$ cat src/rtl/spis_pkg.sv
// Shared types and helpers for the SPIS core: opcode/state enums and ISA decode predicates.
package spis_pkg;

  localparam int unsigned OP_W  = 4;
  localparam int unsigned NIB_W = 4;

  typedef enum logic [OP_W-1:0] {
    OP_ADD = 4'h0, OP_SUB = 4'h1, OP_ADC = 4'h2, OP_SBC = 4'h3,
    OP_XAB = 4'h4, OP_LDI = 4'h5, OP_LD  = 4'h6, OP_LDX = 4'h7,
    OP_ST  = 4'h8, OP_STX = 4'h9, OP_XAC = 4'hA, OP_JEQ = 4'hB,
    OP_JMP = 4'hC, OP_NOT = 4'hD, OP_AND = 4'hE, OP_OR  = 4'hF
  } op_e;

  typedef enum logic [1:0] {
    ST_BOOT    = 2'd0,
    ST_FETCH   = 2'd1,
    ST_OPERAND = 2'd2,
    ST_MEM     = 2'd3
  } state_e;

  function automatic int unsigned addr_w(input int unsigned data_w);
    return data_w + NIB_W;
  endfunction

  // Instructions that read a second (operand) word.
  function automatic logic has_operand(input op_e op);
    return op inside {OP_LDI, OP_LD, OP_LDX, OP_ST, OP_STX, OP_JEQ, OP_JMP};
  endfunction

  function automatic logic is_mem(input op_e op);
    return op inside {OP_LD, OP_LDX, OP_ST, OP_STX};
  endfunction

  function automatic logic is_store(input op_e op);
    return op inside {OP_ST, OP_STX};
  endfunction

  function automatic logic is_indexed(input op_e op);
    return op inside {OP_LDX, OP_STX};
  endfunction

endpackage

$ cat src/rtl/spis_alu.sv
// Combinational ALU for the single-word SPIS instructions; non-ALU opcodes pass state through.
module spis_alu
  import spis_pkg::*;
#(
  parameter int unsigned DATA_W = 8
) (
  input  op_e               op,
  input  logic [DATA_W-1:0] a_in,
  input  logic [DATA_W-1:0] b_in,
  input  logic [DATA_W-1:0] c_in,
  input  logic              cy_in,
  output logic [DATA_W-1:0] a_out,
  output logic [DATA_W-1:0] b_out,
  output logic [DATA_W-1:0] c_out,
  output logic              cy_out
);

  localparam int unsigned SUM_W = DATA_W + 1;

  logic [SUM_W-1:0] sum;

  always_comb begin
    a_out  = a_in;
    b_out  = b_in;
    c_out  = c_in;
    cy_out = cy_in;
    sum    = '0;
    case (op)
      OP_ADD: sum = SUM_W'(a_in) + SUM_W'(b_in);
      OP_SUB: sum = SUM_W'(a_in) - SUM_W'(b_in);
      OP_ADC: sum = SUM_W'(a_in) + SUM_W'(b_in) + SUM_W'(cy_in);
      OP_SBC: sum = SUM_W'(a_in) - SUM_W'(b_in) - SUM_W'(cy_in);
      OP_XAB: begin a_out = b_in; b_out = a_in; end
      OP_XAC: begin a_out = c_in; c_out = a_in; end
      OP_NOT: a_out = ~a_in;
      OP_AND: a_out = a_in & b_in;
      OP_OR:  a_out = a_in | b_in;
      default: ;
    endcase
    // Carry (or borrow) is the extra top bit of the widened result.
    if (op inside {OP_ADD, OP_SUB, OP_ADC, OP_SBC}) begin
      a_out  = sum[DATA_W-1:0];
      cy_out = sum[SUM_W-1];
    end
  end

endmodule

$ cat src/rtl/spis_core.sv
// Parametrised SPIS CPU with a req/ready memory bus.
// Optional retire trace ports are enabled with SPIS_TRACE_EN.
module spis_core
  import spis_pkg::*;
#(
  parameter int unsigned DATA_W       = 8,
  parameter int unsigned RESET_VECTOR = 0
) (
  input  logic                        clock,
  input  logic                        reset_n,
  output logic                        mem_req,
  output logic [addr_w(DATA_W)-1:0]   mem_addr,
  output logic                        mem_we,
  output logic [DATA_W-1:0]           mem_wdata,
  input  logic [DATA_W-1:0]           mem_rdata,
  input  logic                        mem_ready,
  output logic                        sync
`ifdef SPIS_TRACE_EN
  ,
  output logic                        trace_valid,
  output logic [addr_w(DATA_W)-1:0]   trace_ip,
  output logic [OP_W-1:0]             trace_op
`endif
);

  localparam int unsigned ADDR_W = addr_w(DATA_W);

  state_e              state_q, state_d;
  logic [DATA_W-1:0]   a_q, a_d, b_q, b_d, c_q, c_d;
  logic                cy_q, cy_d;
  logic [ADDR_W-1:0]   ip_q, ip_d;
  op_e                 op_q, op_d;
  logic [NIB_W-1:0]    nib_q, nib_d;
  logic                req_d, we_d, sync_d;
  logic [ADDR_W-1:0]   addr_d;
  logic [DATA_W-1:0]   wdata_d;

  op_e                 op_rd;
  logic [ADDR_W-1:0]   ip_inc, target, ea;
  logic [DATA_W-1:0]   alu_a, alu_b, alu_c;
  logic                alu_cy;

  assign op_rd  = op_e'(mem_rdata[DATA_W-1 -: OP_W]);
  assign ip_inc = ip_q + ADDR_W'(1);
  assign target = {nib_q, mem_rdata};
  assign ea     = is_indexed(op_q) ? target + ADDR_W'(c_q) : target;

  spis_alu #(.DATA_W(DATA_W)) u_alu (
    .op     (op_rd),
    .a_in   (a_q),
    .b_in   (b_q),
    .c_in   (c_q),
    .cy_in  (cy_q),
    .a_out  (alu_a),
    .b_out  (alu_b),
    .c_out  (alu_c),
    .cy_out (alu_cy)
  );

  // Next-state and next-bus decode; everything holds unless the current bus cycle completes.
  always_comb begin
    state_d = state_q;
    a_d     = a_q;
    b_d     = b_q;
    c_d     = c_q;
    cy_d    = cy_q;
    ip_d    = ip_q;
    op_d    = op_q;
    nib_d   = nib_q;
    req_d   = mem_req;
    addr_d  = mem_addr;
    we_d    = mem_we;
    wdata_d = mem_wdata;
    sync_d  = sync;
    case (state_q)
      ST_BOOT: begin
        state_d = ST_FETCH;
        req_d   = 1'b1;
        addr_d  = ip_q;
        sync_d  = 1'b1;
      end
      ST_FETCH: if (mem_ready) begin
        op_d   = op_rd;
        nib_d  = mem_rdata[NIB_W-1:0];
        ip_d   = ip_inc;
        addr_d = ip_inc;
        if (has_operand(op_rd)) begin
          state_d = ST_OPERAND;
          sync_d  = 1'b0;
        end else begin
          a_d  = alu_a;
          b_d  = alu_b;
          c_d  = alu_c;
          cy_d = alu_cy;
        end
      end
      ST_OPERAND: if (mem_ready) begin
        ip_d    = ip_inc;
        addr_d  = ip_inc;
        state_d = ST_FETCH;
        sync_d  = 1'b1;
        if (is_mem(op_q)) begin
          state_d = ST_MEM;
          sync_d  = 1'b0;
          addr_d  = ea;
          we_d    = is_store(op_q);
          wdata_d = is_store(op_q) ? a_q : '0;
        end else begin
          if (op_q == OP_LDI) a_d = mem_rdata;
          if (op_q == OP_JMP || (op_q == OP_JEQ && a_q == b_q)) begin
            ip_d   = target;
            addr_d = target;
          end
        end
      end
      ST_MEM: if (mem_ready) begin
        state_d = ST_FETCH;
        addr_d  = ip_q;
        we_d    = 1'b0;
        wdata_d = '0;
        sync_d  = 1'b1;
        if (!is_store(op_q)) a_d = mem_rdata;
      end
      default: state_d = ST_BOOT;
    endcase
  end

  always_ff @(posedge clock or negedge reset_n) begin
    if (!reset_n) begin
      state_q   <= ST_BOOT;
      a_q       <= '0;
      b_q       <= '0;
      c_q       <= '0;
      cy_q      <= 1'b0;
      ip_q      <= ADDR_W'(RESET_VECTOR);
      op_q      <= OP_ADD;
      nib_q     <= '0;
      mem_req   <= 1'b0;
      mem_addr  <= '0;
      mem_we    <= 1'b0;
      mem_wdata <= '0;
      sync      <= 1'b0;
    end else begin
      state_q   <= state_d;
      a_q       <= a_d;
      b_q       <= b_d;
      c_q       <= c_d;
      cy_q      <= cy_d;
      ip_q      <= ip_d;
      op_q      <= op_d;
      nib_q     <= nib_d;
      mem_req   <= req_d;
      mem_addr  <= addr_d;
      mem_we    <= we_d;
      mem_wdata <= wdata_d;
      sync      <= sync_d;
    end
  end

`ifdef SPIS_TRACE_EN
  logic [ADDR_W-1:0] fetch_ip_q;
  logic              retire_c;

  // An instruction retires on the completing edge of its last bus cycle.
  assign retire_c = mem_ready && ((state_q == ST_MEM) ||
                    (state_q == ST_OPERAND && !is_mem(op_q)) ||
                    (state_q == ST_FETCH && !has_operand(op_rd)));

  always_ff @(posedge clock or negedge reset_n) begin
    if (!reset_n) begin
      fetch_ip_q  <= '0;
      trace_valid <= 1'b0;
      trace_ip    <= '0;
      trace_op    <= '0;
    end else begin
      trace_valid <= retire_c;
      if (state_q == ST_FETCH && mem_ready) fetch_ip_q <= ip_q;
      if (retire_c) begin
        trace_ip <= (state_q == ST_FETCH) ? ip_q : fetch_ip_q;
        trace_op <= (state_q == ST_FETCH) ? OP_W'(op_rd) : OP_W'(op_q);
      end
    end
  end
`endif

endmodule

$ cat config.mk
export PLATFORM = sky130hd
export DESIGN_NAME = spis_core
export DESIGN_NICKNAME = d
export VERILOG_FILES = /design/src/rtl/spis_pkg.sv /design/src/rtl/spis_alu.sv /design/src/rtl/spis_core.sv
export SDC_FILE = /design/constraint.sdc
export NUM_CORES = 1
export LEC_CHECK = 0
export ABC_AREA = 1
export BUFFER_PORTS_ARGS = -buffer_cell sky130_fd_sc_hd__buf_2
export CAP_MARGIN = 20
export CORE_AREA = 5 5 123 90
export CTS_BUF_LIST = sky130_fd_sc_hd__clkbuf_16
export CTS_CLUSTER_DIAMETER = 50
export DETAILED_ROUTE_END_ITERATION = 8
export DIE_AREA = 0 0 128 95
export GPL_TIMING_DRIVEN = 0
export PLACE_DENSITY_LB_ADDON = 0.08
export SYNTH_ARGS = -nofsm -noshare
export SYNTH_HDL_FRONTEND = slang
export SYNTH_SLANG_ARGS = --single-unit
$ cat constraint.sdc
create_clock -name clock -period 3.2 [get_ports clock]
set_input_delay 0.64 -clock clock [delete_from_list [all_inputs] [get_ports clock]]
set_output_delay 0.64 -clock clock [all_outputs]
set_load 0.02 [all_outputs]
# == Word-level counts from Yosys, hierarchy flattened ==
# Index checks and enable logic that the tools add are counted.
# op_classes
addsub,6
eq_ne,36
muxes,42
n_bitwise,4
reduce_logical,21
# ops
operator,n
$mux 12,8
$mux 8,12
$eq 4x4->1 const B,12
$pmux 12 s4,1
$pmux 8 s5,1
$pmux 9 s4,1
$eq 4x3->1 const B,7
$pmux 12 s2,1
$pmux 8 s3,1
$reduce_and 4->1,5
$ne 2x2->1 const B,9
$pmux 8 s2,1
$add 12x1->12 const B,1
$add 12x8->12,1
$mux 2,5
$add 8x8->9,1
$add 9x1->9,1
$reduce_and 9->1,1
$sub 8x8->9,1
$sub 9x1->9,1
$and 8x8->8,1
$eq 4x2->1 const B,2
$eq 8x8->1,1
$mux 1,8
20 further kinds,26
# totals
register_bits,70
input_bits,11
elab_cells,122

# == Depth between registers and ports, before layout ==
# Gate-level depths: netlist of run 1.
# depth
depth_word,7
depth_mapped,17
depth_no_buf,17

# == Hierarchy ==
# Synthesis of run 1 repeated with hierarchy kept, for this count alone.
# hier_totals
hier_cells,971
hier_area_um2,6618.8
# modules_own_cells
mod,instances,cells_per_inst,area_each_um2
spis_core,1,587,4463.0
spis_alu,1,384,2155.8

# == Worst setup path after synthesis of run 1 ==
# No wires, ideal clock.
# synth_path
kind,register -> register
from,register a_q[0]
to,register cy_q
t_arrival_ns,2.187
slack_ns,0.897
path_stages_with_launch,18
synth_period_minus_slack_ns,2.303
cell_sequence,dfrtp_1 inv_1 ha_1 inv_1 fa_1 inv_1 ha_1 inv_1 nor2_1 nand2_1 nor2_1 nand2_1 nor2_1 nand3_1 nand2_1 nor2_1 nor2_1 nor2_1
# synth_between
elab_chain_len,3
word_cells_on_any_way,5
cone_classes,add/sub (4); mux (1)
# synth_lines
element,line,text
start: declaration,spis_core.sv:29,"logic [DATA_W-1:0] a_q, a_d, b_q, b_d, c_q, c_d;"
start signal: assignment,spis_core.sv:131,a_q <= '0;
start signal: assignment,spis_core.sv:145,a_q <= a_d;
$sub 8x8->9 / $add 8x8->9 (equally long branches),n/a,
$sub 9x1->9 / $add 9x1->9 (equally long branches),"spis_alu.sv:32, spis_alu.sv:31",
$pmux 9 s4 (*),spis_alu.sv:28,case (op)
end signal: assignment,spis_core.sv:148,cy_q <= cy_d;
end: declaration,spis_core.sv:30,"logic cy_q, cy_d;"
# Every way passes the cells marked *; elsewhere a longest branch is shown, timed or not.
# A chain may end at the register's enable or synchronous reset.

# == Worst setup path after layout of run 1 ==
# layout_path
from,register a_q[0]
to,register a_q[2]
# layout_between
elab_chain_len,7
word_cells_on_any_way,9
cone_classes,add/sub (4); mux (5)
# layout_lines
element,line,text
$sub 8x8->9 / $add 8x8->9 (equally long branches),n/a,
$sub 9x1->9 / $add 9x1->9 (equally long branches),"spis_alu.sv:32, spis_alu.sv:31",
$pmux 9 s4 (*),spis_alu.sv:28,
$mux 8 (*),spis_alu.sv:41,"if (op inside {OP_ADD, OP_SUB, OP_ADC, OP_SBC}) begin"
$mux 8 (*),spis_core.sv:87,if (has_operand(op_rd)) begin
$mux 8 (*),spis_core.sv:82,ST_FETCH: if (mem_ready) begin
$pmux 8 s3 (*),spis_core.sv:75,case (state_q)
# Every way passes the cells marked *; elsewhere a longest branch is shown, timed or not. The select of a mux whose other input is x is not followed.

==> results of run 1 <==
worst min-delay path by stage:
stage / start / end
3_5_place_dp: mem_req$_DFFE_PN0N_ / mem_req$_DFFE_PN0N_
5_1_grt: reset_n / b_q[7]$_DFFE_PN0P_
2_1_floorplan: reset_n / a_q[0]$_DFFE_PN0P_
4_1_cts: reset_n / b_q[7]$_DFFE_PN0P_
3_3_place_gp: mem_req$_DFFE_PN0N_ / mem_req$_DFFE_PN0N_
6_report: reset_n / b_q[7]$_DFFE_PN0P_
cells by family (layout without fill, tap and decap cells):
kind of cell / count (synthesis) / after routing
buffers and inverters: 132 / 181
flip-flops: 70 / 70
AO/OA/AOI/OAI: 208 / 208
adder cells (fa/ha/maj): 48 / 48
XOR/XNOR: 14 / 14
AND/OR/NAND/NOR: 387 / 387
layer usage:
layer	up-vias	wire length (um)	GRT usage (%)
met5	-	0	0
met4	0	323	7.07
met3	41	3150	11.9
met2	437	7450	43.9
met1	2998	8690	51.3
li1	2946	-	-
critical path: cells and delay by family (launching register included):
kind / cells / cell delay [ns]
compound gates: 2 / 0.65
fa+ha+maj: 3 / 0.96
buf+inv: 4 / 0.49
flops: 1 / 0.40
simple gates: 3 / 0.33
cell type report:
type | count | area share (%)
Multi-Input combinational cell | 657 | 55.2
Sequential cell | 70 | 27.0
Inverter | 105 | 6.09
Clock buffer | 9 | 3.48
Timing Repair Buffer | 33 | 2.59
Tap cell | 132 | 2.55
Buffer | 27 | 1.93
Clock inverter | 7 | 1.12
power by group:
part	internal [W]	total, W	switching (W)
combinational	0.00166	0.00540	0.00374
clock	0.000607	0.00104	0.000430
sequential	0.00132	0.00173	0.000415
total	0.00359	0.00817	0.00458
cells in the final DEF, fill, tap and decap left out, types with 12 or more instances in the layout:
master / n
nand2_1: 226
inv_1: 84
a21oi_1: 76
nand3_1: 70
dfrtp_1: 70
nor2_1: 62
buf_2: 45
ha_1: 45
o21ai_1: 40
o21ai_0: 34
inv_2: 20
clkbuf_1: 12
xor2_1: 12
per-stage QoR:
stage,instances,area [um2],util (%)
after floorplan,859,5850,-
after global placement,1024,6180,62.2
after detailed placement,1024,6180,62.2
after CTS,1040,6480,65.2
after global routing,1040,6480,65.2
final,1040,6480,65.2
state kept, by name, summed over array words and instances, names as in the netlist:
register and count:
cy_q 1, sync 1, mem_addr 12, op_q 4
b_q 8, ip_q 12, mem_wdata 8, mem_we 1
state_q 2, nib_q 4, mem_req 1, c_q 8
a_q 8
==> results.toml, run 1 <==
[critical_path]
timing.reg2reg.setup_slack_ns = 0.25
timing.critical_path.required_ns = 3.42
worst-setup-path-type = "reg -> reg"
critPathMostFrequentCell = "inv_1"
critical_path.startpoint = "a_q[0]$_DFFE_PN0P_"
rr_worst_depth = 12
r2r-end = "a_q[2]$_DFFE_PN0P_"
startpoint_type = "flop"
timing.critical_path.fanout_max = 7
slowest_delay_ns = 0.59
timing.critical_path.to_type = "flop"
critical_path_cell_sequence = "inv_1 -> ha_1 -> inv_1 -> fa_1 -> inv_1 -> ha_1 -> inv_1 -> nand3_1 -> a311oi_1 -> nand3_1 -> nand2_1 -> o21ai_1"
crit_slowest_cell = "a311oi_1"
worstSetupEndpoint = "a_q[2]$_DFFE_PN0P_"
worst_ep_arrival_time_ns = 3.17
regToRegStartpoint = "a_q[0]$_DFFE_PN0P_"

[global_routing]
antenna_violations_before_repair = 0
vias_in_the_first_global_route = 5759
grt.overflow.total = 0
wire_length_of_the_first_global_routing_pass_um = 30900
grt_start_max_net_pins = 71
track_usage_pct = 33.3

[synth]
ys_top_cells_by_area = "dfrtp_1 30%, nand2_1 15%, ha_1 9.6%"
synth-compound-area-share_pct = 20.6
synth.mux.area_fraction_pct = 0
synth-seq-cells = 70
yosys.cell_count.top_type = "nand2_1"
synthXorXnorAreaFrac_pct = 2.10
synthesis.instances = 859
netlist.top_cell.by_area = "dfrtp_1"
post_synth_fa_ha_maj_area_fraction_pct = 10.7
share_of_synthesized_cell_area_in_and_or_nand_and_nor_gates_pct = 27.8
avgSynthCellArea_um2 = 6.81
synth-async-reset-ratio_pct = 100
yosysUniqueCellTypes = 44
synth_top_cells_by_count = "226 x nand2_1, 83 x inv_1, 76 x a21oi_1"
synthesis.nets = 918
synth-seq-area-share_pct = 30.0
synth_area_um2 = 5850
ys.flop_type = "dfrtp_1"
yosysTopAreaCellShare_pct = 30.0
synth_top_family_by_area = "simple AND/OR/NAND/NOR gates"
yosysWarningCount = 0
number_of_flops_mapped_to_enable_cells_by_yosys = 0

[route]
drt_first_iter_violations = 977
vias_post_dr = 6422
drc = 0
wire_per_inst_um = 18.9
average_via_count_per_standard_cell = 6.18
drt-total-wl_um = 19600
ant_nets = 0
drt_pass_1_iters = 6

[clock_tree]
clock_insertion_delay_worst_skew_ns = 0.34
cts_made_buffers = 9
cts_tree = "built"
cts_num_sinks = 70
cts_setup_buffers = 0
hold_buffers = 0
h-tree-depth = 3
cts.path.max_buffers = 2
cts_root_buffer = "clkbuf_16"
clk_pin_slew_ns = 0.06
cts_repair_resize_count = 0

[timing]
worst_slew_pin_slew_ns = 0.894
rsz0062_at_grt = "false"
finalClockSkew_ns = 0.00752
fin_crit_ns = 2.95
tns_ns = 0
hold_viol = 0
fmaxAchievable_mhz = 339
drv_slew = 0
fin_worst_hold_slack_ns = 0.420
final_critical_path_setup_slack_ns = 0.251
relSlewSlack_pct = 40.2
layout_worst_path_cycle_share_pct = 92.2
finalSetupViolations = 0

[status]
status = "finished clean"

[power_and_ir_drop]
static-leakage-power_nw = 3.23
report.power.total_w = 0.00817
irDropWorstVdd_uv = 579
cellPowerDensity_nw_per_um2 = 1260

[final_layout]
multi_input_logic_area_um2 = 3570
register_area_um2 = 1750
layout.nets = 962
post_route_cells_drive_above_1_share_pct = 10.8
layout-area-overhead-vs-synth_pct = 10.8
insertedDiodeCount = 0
fillers = 925

[job]
timing.max_cap.violations = 0

[floorplanning]
io_pins = 34
core_area_um2 = 9930
placementRows = 31
initial_standard_cell_utilization_of_the_core_pct = 58.9
floorplan.die_area_um2 = 12200
fp.dieH_um = 95
die_width_um = 128

[worst_hold_path]
min-delay-path-class = "in -> async"

[placed_design]
buffer_ports.inserted = 33
detailedPlace.worstSlack_ns = 0.392
place_congestion = 1.01
place.detailed.hpwl_um = 15100
Power figures use the tool's default switching activity.
==> inputs of run 2 (changes only) <==
--- a/config.mk
+++ b/config.mk
@@ -8,13 +8,14 @@
 export ABC_AREA = 1
 export BUFFER_PORTS_ARGS = -buffer_cell sky130_fd_sc_hd__buf_2
 export CAP_MARGIN = 20
-export CORE_AREA = 5 5 123 90
+export CORE_AREA = 5 5 129 94
 export CTS_BUF_LIST = sky130_fd_sc_hd__clkbuf_16
 export CTS_CLUSTER_DIAMETER = 50
 export DETAILED_ROUTE_END_ITERATION = 8
-export DIE_AREA = 0 0 128 95
+export DIE_AREA = 0 0 134 99
 export GPL_TIMING_DRIVEN = 0
 export PLACE_DENSITY_LB_ADDON = 0.08
 export SYNTH_ARGS = -nofsm -noshare
 export SYNTH_HDL_FRONTEND = slang
+export SYNTH_HIERARCHICAL = 1
 export SYNTH_SLANG_ARGS = --single-unit
==> run 2 against run 1 <==
Combinational power shrank 8.1%. Clock skew about the same. Global-route usage fell by 1.4 points. Cell count grew 11%. Fmax rose by 0.72%. First-iteration DRC count is 1.2% higher. Total power is 7.2% lower. Clock power decreased by 4%. Via count up 8.3%. Synthesized cell count increased by 13%. Core utilization is 2.1 points higher. Largest cell class unchanged.
==> results.toml, run 2 <==
[status]
status = "finished clean"

[timing]
finalClockSkew_ns = 0.00782
worst_slew_pin_slew_ns = 0.899
tns_ns = 0
layout_worst_path_cycle_share_pct = 91.5
drv_slew = 0
finalSetupViolations = 0
rsz0062_at_grt = "false"
hold_viol = 0
fmaxAchievable_mhz = 342
relSlewSlack_pct = 40.0
fin_crit_ns = 2.93

[placed_design]
place_congestion = 1.03
buffer_ports.inserted = 33
place.detailed.hpwl_um = 16100
dpl.cell_count = 1140

[synth]
yosysUniqueCellTypes = 56
number_of_flops_mapped_to_enable_cells_by_yosys = 0
netlist.top_cell.by_area = "dfrtp_1"
synth-seq-area-share_pct = 26.5
ys.flop_type = "dfrtp_1"
yosysWarningCount = 6
synth_area_um2 = 6620
ys_top_cells_by_area = "dfrtp_1 26%, nand2_1 15%, ha_1 8.1%"
avgSynthCellArea_um2 = 6.82
synth-seq-cells = 70
synth-async-reset-ratio_pct = 100
synthesis.instances = 971
synthesis.nets = 1028
yosys.cell_count.top_type = "nand2_1"
synth_top_cells_by_count = "267 x nand2_1, 118 x inv_1, 82 x o21ai_0"
yosysTopAreaCellShare_pct = 26.5

[clock_tree]
cts_made_buffers = 9
cts_setup_buffers = 0
cts_root_buffer = "clkbuf_16"
hold_buffers = 0
cts_tree = "built"
clock_insertion_delay_worst_skew_ns = 0.34
cts.path.max_buffers = 2
h-tree-depth = 3
cts_num_sinks = 70
cts_repair_resize_count = 0
clk_pin_slew_ns = 0.06

[critical_path]
critical_path.startpoint = "b_q[0]$_DFFE_PN0P_"
startpoint_type = "flop"
r2r-end = "a_q[5]$_DFFE_PN0P_"
worst_ep_arrival_time_ns = 3.14
regToRegStartpoint = "b_q[0]$_DFFE_PN0P_"
rr_worst_depth = 15
timing.critical_path.fanout_max = 7
timing.critical_path.required_ns = 3.41
timing.critical_path.to_type = "flop"
worst-setup-path-type = "reg -> reg"
timing.reg2reg.setup_slack_ns = 0.27

[route]
drt-total-wl_um = 20300
wire_per_inst_um = 17.6
average_via_count_per_standard_cell = 6.02
drt_first_iter_violations = 989
drt_pass_1_iters = 6
vias_post_dr = 6955
ant_nets = 0
drc = 0

[final_layout]
post_route_cells_drive_above_1_share_pct = 13.7
top_regs = "ip_q (12), mem_addr (12)"
final_cell_count_no_fill = 1156
layout.cells.most_common = "nand2_1"
layout.nets = 1072
layout_common_cells = "267 x nand2_1, 118 x inv_1, 82 x o21ai_0"
fillers = 1020
layout-area-overhead-vs-synth_pct = 9.51
insertedDiodeCount = 0

[floorplanning]
placementRows = 32
core_area_um2 = 10800
io_pins = 34
die_width_um = 134
fp.dieH_um = 99
initial_standard_cell_utilization_of_the_core_pct = 61.5
floorplan.die_area_um2 = 13300

[global_routing]
grt_start_max_net_pins = 71
vias_in_the_first_global_route = 6296
wire_length_of_the_first_global_routing_pass_um = 33300
antenna_violations_before_repair = 1
track_usage_pct = 31.9
grt.overflow.total = 0

[power_and_ir_drop]
net_switching_power_w = 0.00409
irDropWorstVdd_uv = 601
power.switching_fraction_pct = 54.0
cellPowerDensity_nw_per_um2 = 1050
clock_power_share_pct = 13.2
p_int_w = 0.00349
static-leakage-power_nw = 3.63
pwr-share-comb_pct = 65.4
power.sequential.fraction_pct = 21.5

[worst_hold_path]
min-delay-path-class = "in -> async"

[job]
timing.max_cap.violations = 0
run 2: cell count changes in the layout (fill, tap and decap cells not counted), moves of 9 or more:
cell | before | now
o21ai_1 | 40 | 13
o21ai_0 | 34 | 82
nand2_1 | 226 | 267
o22ai_1 | 3 | 14
a21oi_1 | 76 | 40
inv_1 | 84 | 118
mux2_2 | 0 | 9
run 2: how the worst max path moves through the flow:
stage | end | slack, ns | cells past startpoint
final | a_q[5]$_DFFE_PN0P_ | 0.27 | 15
after global routing | a_q[5]$_DFFE_PN0P_ | 0.01 | 19
after CTS | a_q[5]$_DFFE_PN0P_ | 0.30 | 18
after detailed placement | cy_q$_DFFE_PN0P_ | 0.33 | 11
after global placement | a_q[5]$_DFFE_PN0P_ | 0.36 | 15
after floorplan | a_q[4]$_DFFE_PN0P_ | 0.81 | 18
run 2: cells by family (layout without fill, tap and decap cells):
group	after synthesis	after routing	synth area share [%]
xor+xnor	19	19	2.74
mux	15	15	2.55
simple gates	469	469	32.3
compound gates	190	190	16.5
fa+ha+maj	46	46	9.04
buf+inv	162	211	10.4
flops	70	70	26.5
run 2: layout make-up:
cell class / count / area (um2) / area share [%]
Inverter: 139 / 532 / 7.34
Multi-Input combinational cell: 739 / 4180 / 57.7
Buffer: 23 / 156 / 2.16
Clock inverter: 7 / 65.1 / 0.898
Clock buffer: 9 / 225 / 3.11
Timing Repair Buffer: 33 / 168 / 2.31
Sequential cell: 70 / 1750 / 24.2
Tap cell: 136 / 170 / 2.35
run 2: worst max-delay path: stages, from the launching register on:
cell and delay (ns):
dfrtp_1 0.46, ha_1 0.30, fa_1 0.54, xnor2_2 0.23, nor2_1 0.13, nand3_1 0.13
nor2_1 0.19, nand2_1 0.08, nand3_1 0.10, nand2_1 0.06, nor2_1 0.11, o21ai_1 0.10
nand2_1 0.08, o21ai_0 0.08, nand2_1 0.11, o21ai_0 0.09
run 2: layer usage:
| metal | GRT usage, % | vias up | share of wire [%] |
|---|---|---|---|
| met5 | 0 | - | 0.064 |
| met4 | 5.22 | 2 | 0.96 |
| met3 | 10.6 | 23 | 15 |
| met2 | 39.6 | 444 | 36 |
| met1 | 52.5 | 3197 | 49 |
| li1 | - | 3289 | - |
run 2: metrics by stage:
stage	instance area [um2]	power [W]	setup WS [ns]	hold slack, ns	utilization (%)
after floorplan	6620	0.00515	0.812	0.344	-
after global placement	6950	0.00633	0.356	0.451	64.6
after detailed placement	6960	0.00641	0.329	0.450	64.6
after CTS	7250	0.00744	0.298	0.465	67.3
after global routing	7250	0.00824	0.00970	0.492	67.3
final	7250	0.00758	0.272	0.427	67.3
run 2: power groups by stage:
stage,Sequential [W],Clock (W),Combinational (W)
4_1_cts,0.00162,0.00101,0.00481
3_3_place_gp,0.00162,0,0.00471
6_report,0.00163,0.00100,0.00496
3_5_place_dp,0.00163,0,0.00478
2_1_floorplan,0.00170,0,0.00345
5_1_grt,0.00168,0.00104,0.00551
==> inputs of run 3 (changes only) <==
==> constraint.sdc (replaced) <==
create_clock -name clock -period 2.86 [get_ports clock]
set_input_delay 0.572 -clock clock [delete_from_list [all_inputs] [get_ports clock]]
set_output_delay 0.572 -clock clock [all_outputs]
set_load 0.02 [all_outputs]
==> run 3 against run 2 <==
Routed wire length increased by 1.7%. Critical endpoint is now cy_q$_DFFE_PN0P_. Total power increased by 15%. First-iteration DRC count shrank 6.9%. Largest power group unchanged.
==> results.toml, run 3 (synthesis results as in run 2) <==
[final_layout]
layout_common_cells = "264 x nand2_1, 114 x inv_1, 81 x o21ai_0"
layout-area-overhead-vs-synth_pct = 11.3
layout.nets = 1078
top_regs = "ip_q (12), mem_addr (12)"
layout.cells.most_common = "nand2_1"
post_route_cells_drive_above_1_share_pct = 16.7
final_design_area_no_fill_um2 = 7370
insertedDiodeCount = 0

[route]
average_via_count_per_standard_cell = 6.03
drt_pass_1_iters = 5
vias_post_dr = 7002
drt-total-wl_um = 20700
drt_first_iter_violations = 921
wire_per_inst_um = 17.8
drc = 0
ant_nets = 0

[global_routing]
track_usage_pct = 31.9
vias_in_the_first_global_route = 6296
grt.overflow.total = 0
wire_length_of_the_first_global_routing_pass_um = 33300
grt_start_max_net_pins = 71
antenna_violations_before_repair = 1

[power_and_ir_drop]
static-leakage-power_nw = 3.65
p_int_w = 0.00402
power.sequential.fraction_pct = 21.0
cellPowerDensity_nw_per_um2 = 1180
pwr-share-comb_pct = 66.1
irDropWorstVdd_uv = 673
power.switching_fraction_pct = 53.8
net_switching_power_w = 0.00468
report.power.total_w = 0.00870
clock_power_share_pct = 12.8

[clock_tree]
clock_insertion_delay_worst_skew_ns = 0.34
h-tree-depth = 3
hold_buffers = 0
clk_pin_slew_ns = 0.06
cts_made_buffers = 9
cts_num_sinks = 70
cts_tree = "built"
cts_root_buffer = "clkbuf_16"
cts.path.max_buffers = 2

[critical_path]
slowest_delay_ns = 0.56
critical_path_cell_sequence = "inv_2 -> ha_2 -> fa_2 -> ha_1 -> inv_1 -> nor2_2 -> nand3_2 -> nor2_2 -> nand4_1 -> nand3_1 -> nand4_1 -> mux2_1"
timing.critical_path.to_type = "flop"
r2r-end = "cy_q$_DFFE_PN0P_"
timing.critical_path.required_ns = 3.08
regToRegStartpoint = "a_q[0]$_DFFE_PN0P_"
crit_slowest_cell = "fa_2"
rr_worst_depth = 12
worst_ep_arrival_time_ns = 2.98
timing.critical_path.fanout_max = 5
worst-setup-path-type = "reg -> reg"
timing.reg2reg.setup_slack_ns = 0.10
startpoint_type = "flop"

[timing]
worst_slew_pin_slew_ns = 0.900
final_critical_path_setup_slack_ns = 0.103
fin_crit_ns = 2.76
relSlewSlack_pct = 40.0
fin_worst_hold_slack_ns = 0.365
drv_slew = 0
fmaxAchievable_mhz = 363
hold_viol = 0
layout_worst_path_cycle_share_pct = 96.4
finalSetupViolations = 0
finalClockSkew_ns = 0.00773
rsz0062_at_grt = "true"

[placed_design]
post_dp_cell_area_um2 = 6960
buffer_ports.inserted = 33
detailedPlace.worstSlack_ns = -0.0105
place.detailed.hpwl_um = 16100
place_congestion = 1.03

[floorplanning]
initial_standard_cell_utilization_of_the_core_pct = 61.5
floorplan.die_area_um2 = 13300
die_width_um = 134
fp.dieH_um = 99
core_area_um2 = 10800
placementRows = 32
io_pins = 34

[status]
status = "finished clean"

[job]
timing.max_cap.violations = 0

[worst_hold_path]
min-delay-path-class = "in -> async"
[run 3: cell count changes in the layout (fill, tap and decap cells not counted), sizes merged]
| cell | change |
|---|---|
| buf | +6 |
[run 3: layout make-up]
type / instances / area [um2]
fill: 999 / 3400
clock inverter: 7 / 65.1
inverter: 139 / 532
multi-input combinational: 739 / 4240
tap: 136 / 170
buffer: 23 / 156
sequential: 70 / 1760
clock buffer: 9 / 225
timing repair buffer: 39 / 213
[run 3: power groups by stage]
stage | logic, W | registers [W] | clock network (W)
after global placement | 0.00527 | 0.00181 | 0
after floorplan | 0.00386 | 0.00190 | 0
after detailed placement | 0.00534 | 0.00182 | 0
after global routing | 0.00637 | 0.00189 | 0.00117
after CTS | 0.00538 | 0.00181 | 0.00113
final | 0.00575 | 0.00183 | 0.00112
[run 3: worst max-delay path by stage]
stage	start	to	cells after the start
2_1_floorplan	b_q[0]$_DFFE_PN0P_	a_q[4]$_DFFE_PN0P_	18
3_3_place_gp	a_q[1]$_DFFE_PN0P_	a_q[5]$_DFFE_PN0P_	15
3_5_place_dp	a_q[1]$_DFFE_PN0P_	cy_q$_DFFE_PN0P_	11
4_1_cts	a_q[0]$_DFFE_PN0P_	a_q[5]$_DFFE_PN0P_	19
5_1_grt	a_q[1]$_DFFE_PN0P_	a_q[5]$_DFFE_PN0P_	18
6_report	a_q[0]$_DFFE_PN0P_	cy_q$_DFFE_PN0P_	12
[run 3: layer usage]
| layer | share of wire [%] | track usage, % |
|---|---|---|
| met1 | 48 | 52.5 |
| met2 | 36 | 39.6 |
| met3 | 15 | 10.6 |
| met4 | 1.0 | 5.22 |
| met5 | 0.063 | 0 |
[run 3: through the flow]
stage          utilization [%]  cells  TNS [ns]
2_1_floorplan                -    971         0
4_1_cts                   67.3   1156         0
5_1_grt                   68.4   1162    -0.139
6_report                  68.4   1162         0
3_3_place_gp              64.6   1140         0
3_5_place_dp              64.6   1140   -0.0171
[run 3: timing repair]
item	in CTS	in global routing
endpoints found under the setup margin	2	5
hold endpoints to repair	0	0
pin swaps	0	3
buffers inserted	0	6
gates resized for setup	1	30
[run 3: worst max-delay path, delay by kind of cell (launching register included)]
kind	cells	cell delay (ns)
muxes	1	0.31
DFF	1	0.42
and+or+nand+nor	6	0.85
buffers and inverters	2	0.14
adders and majority gates	3	0.90
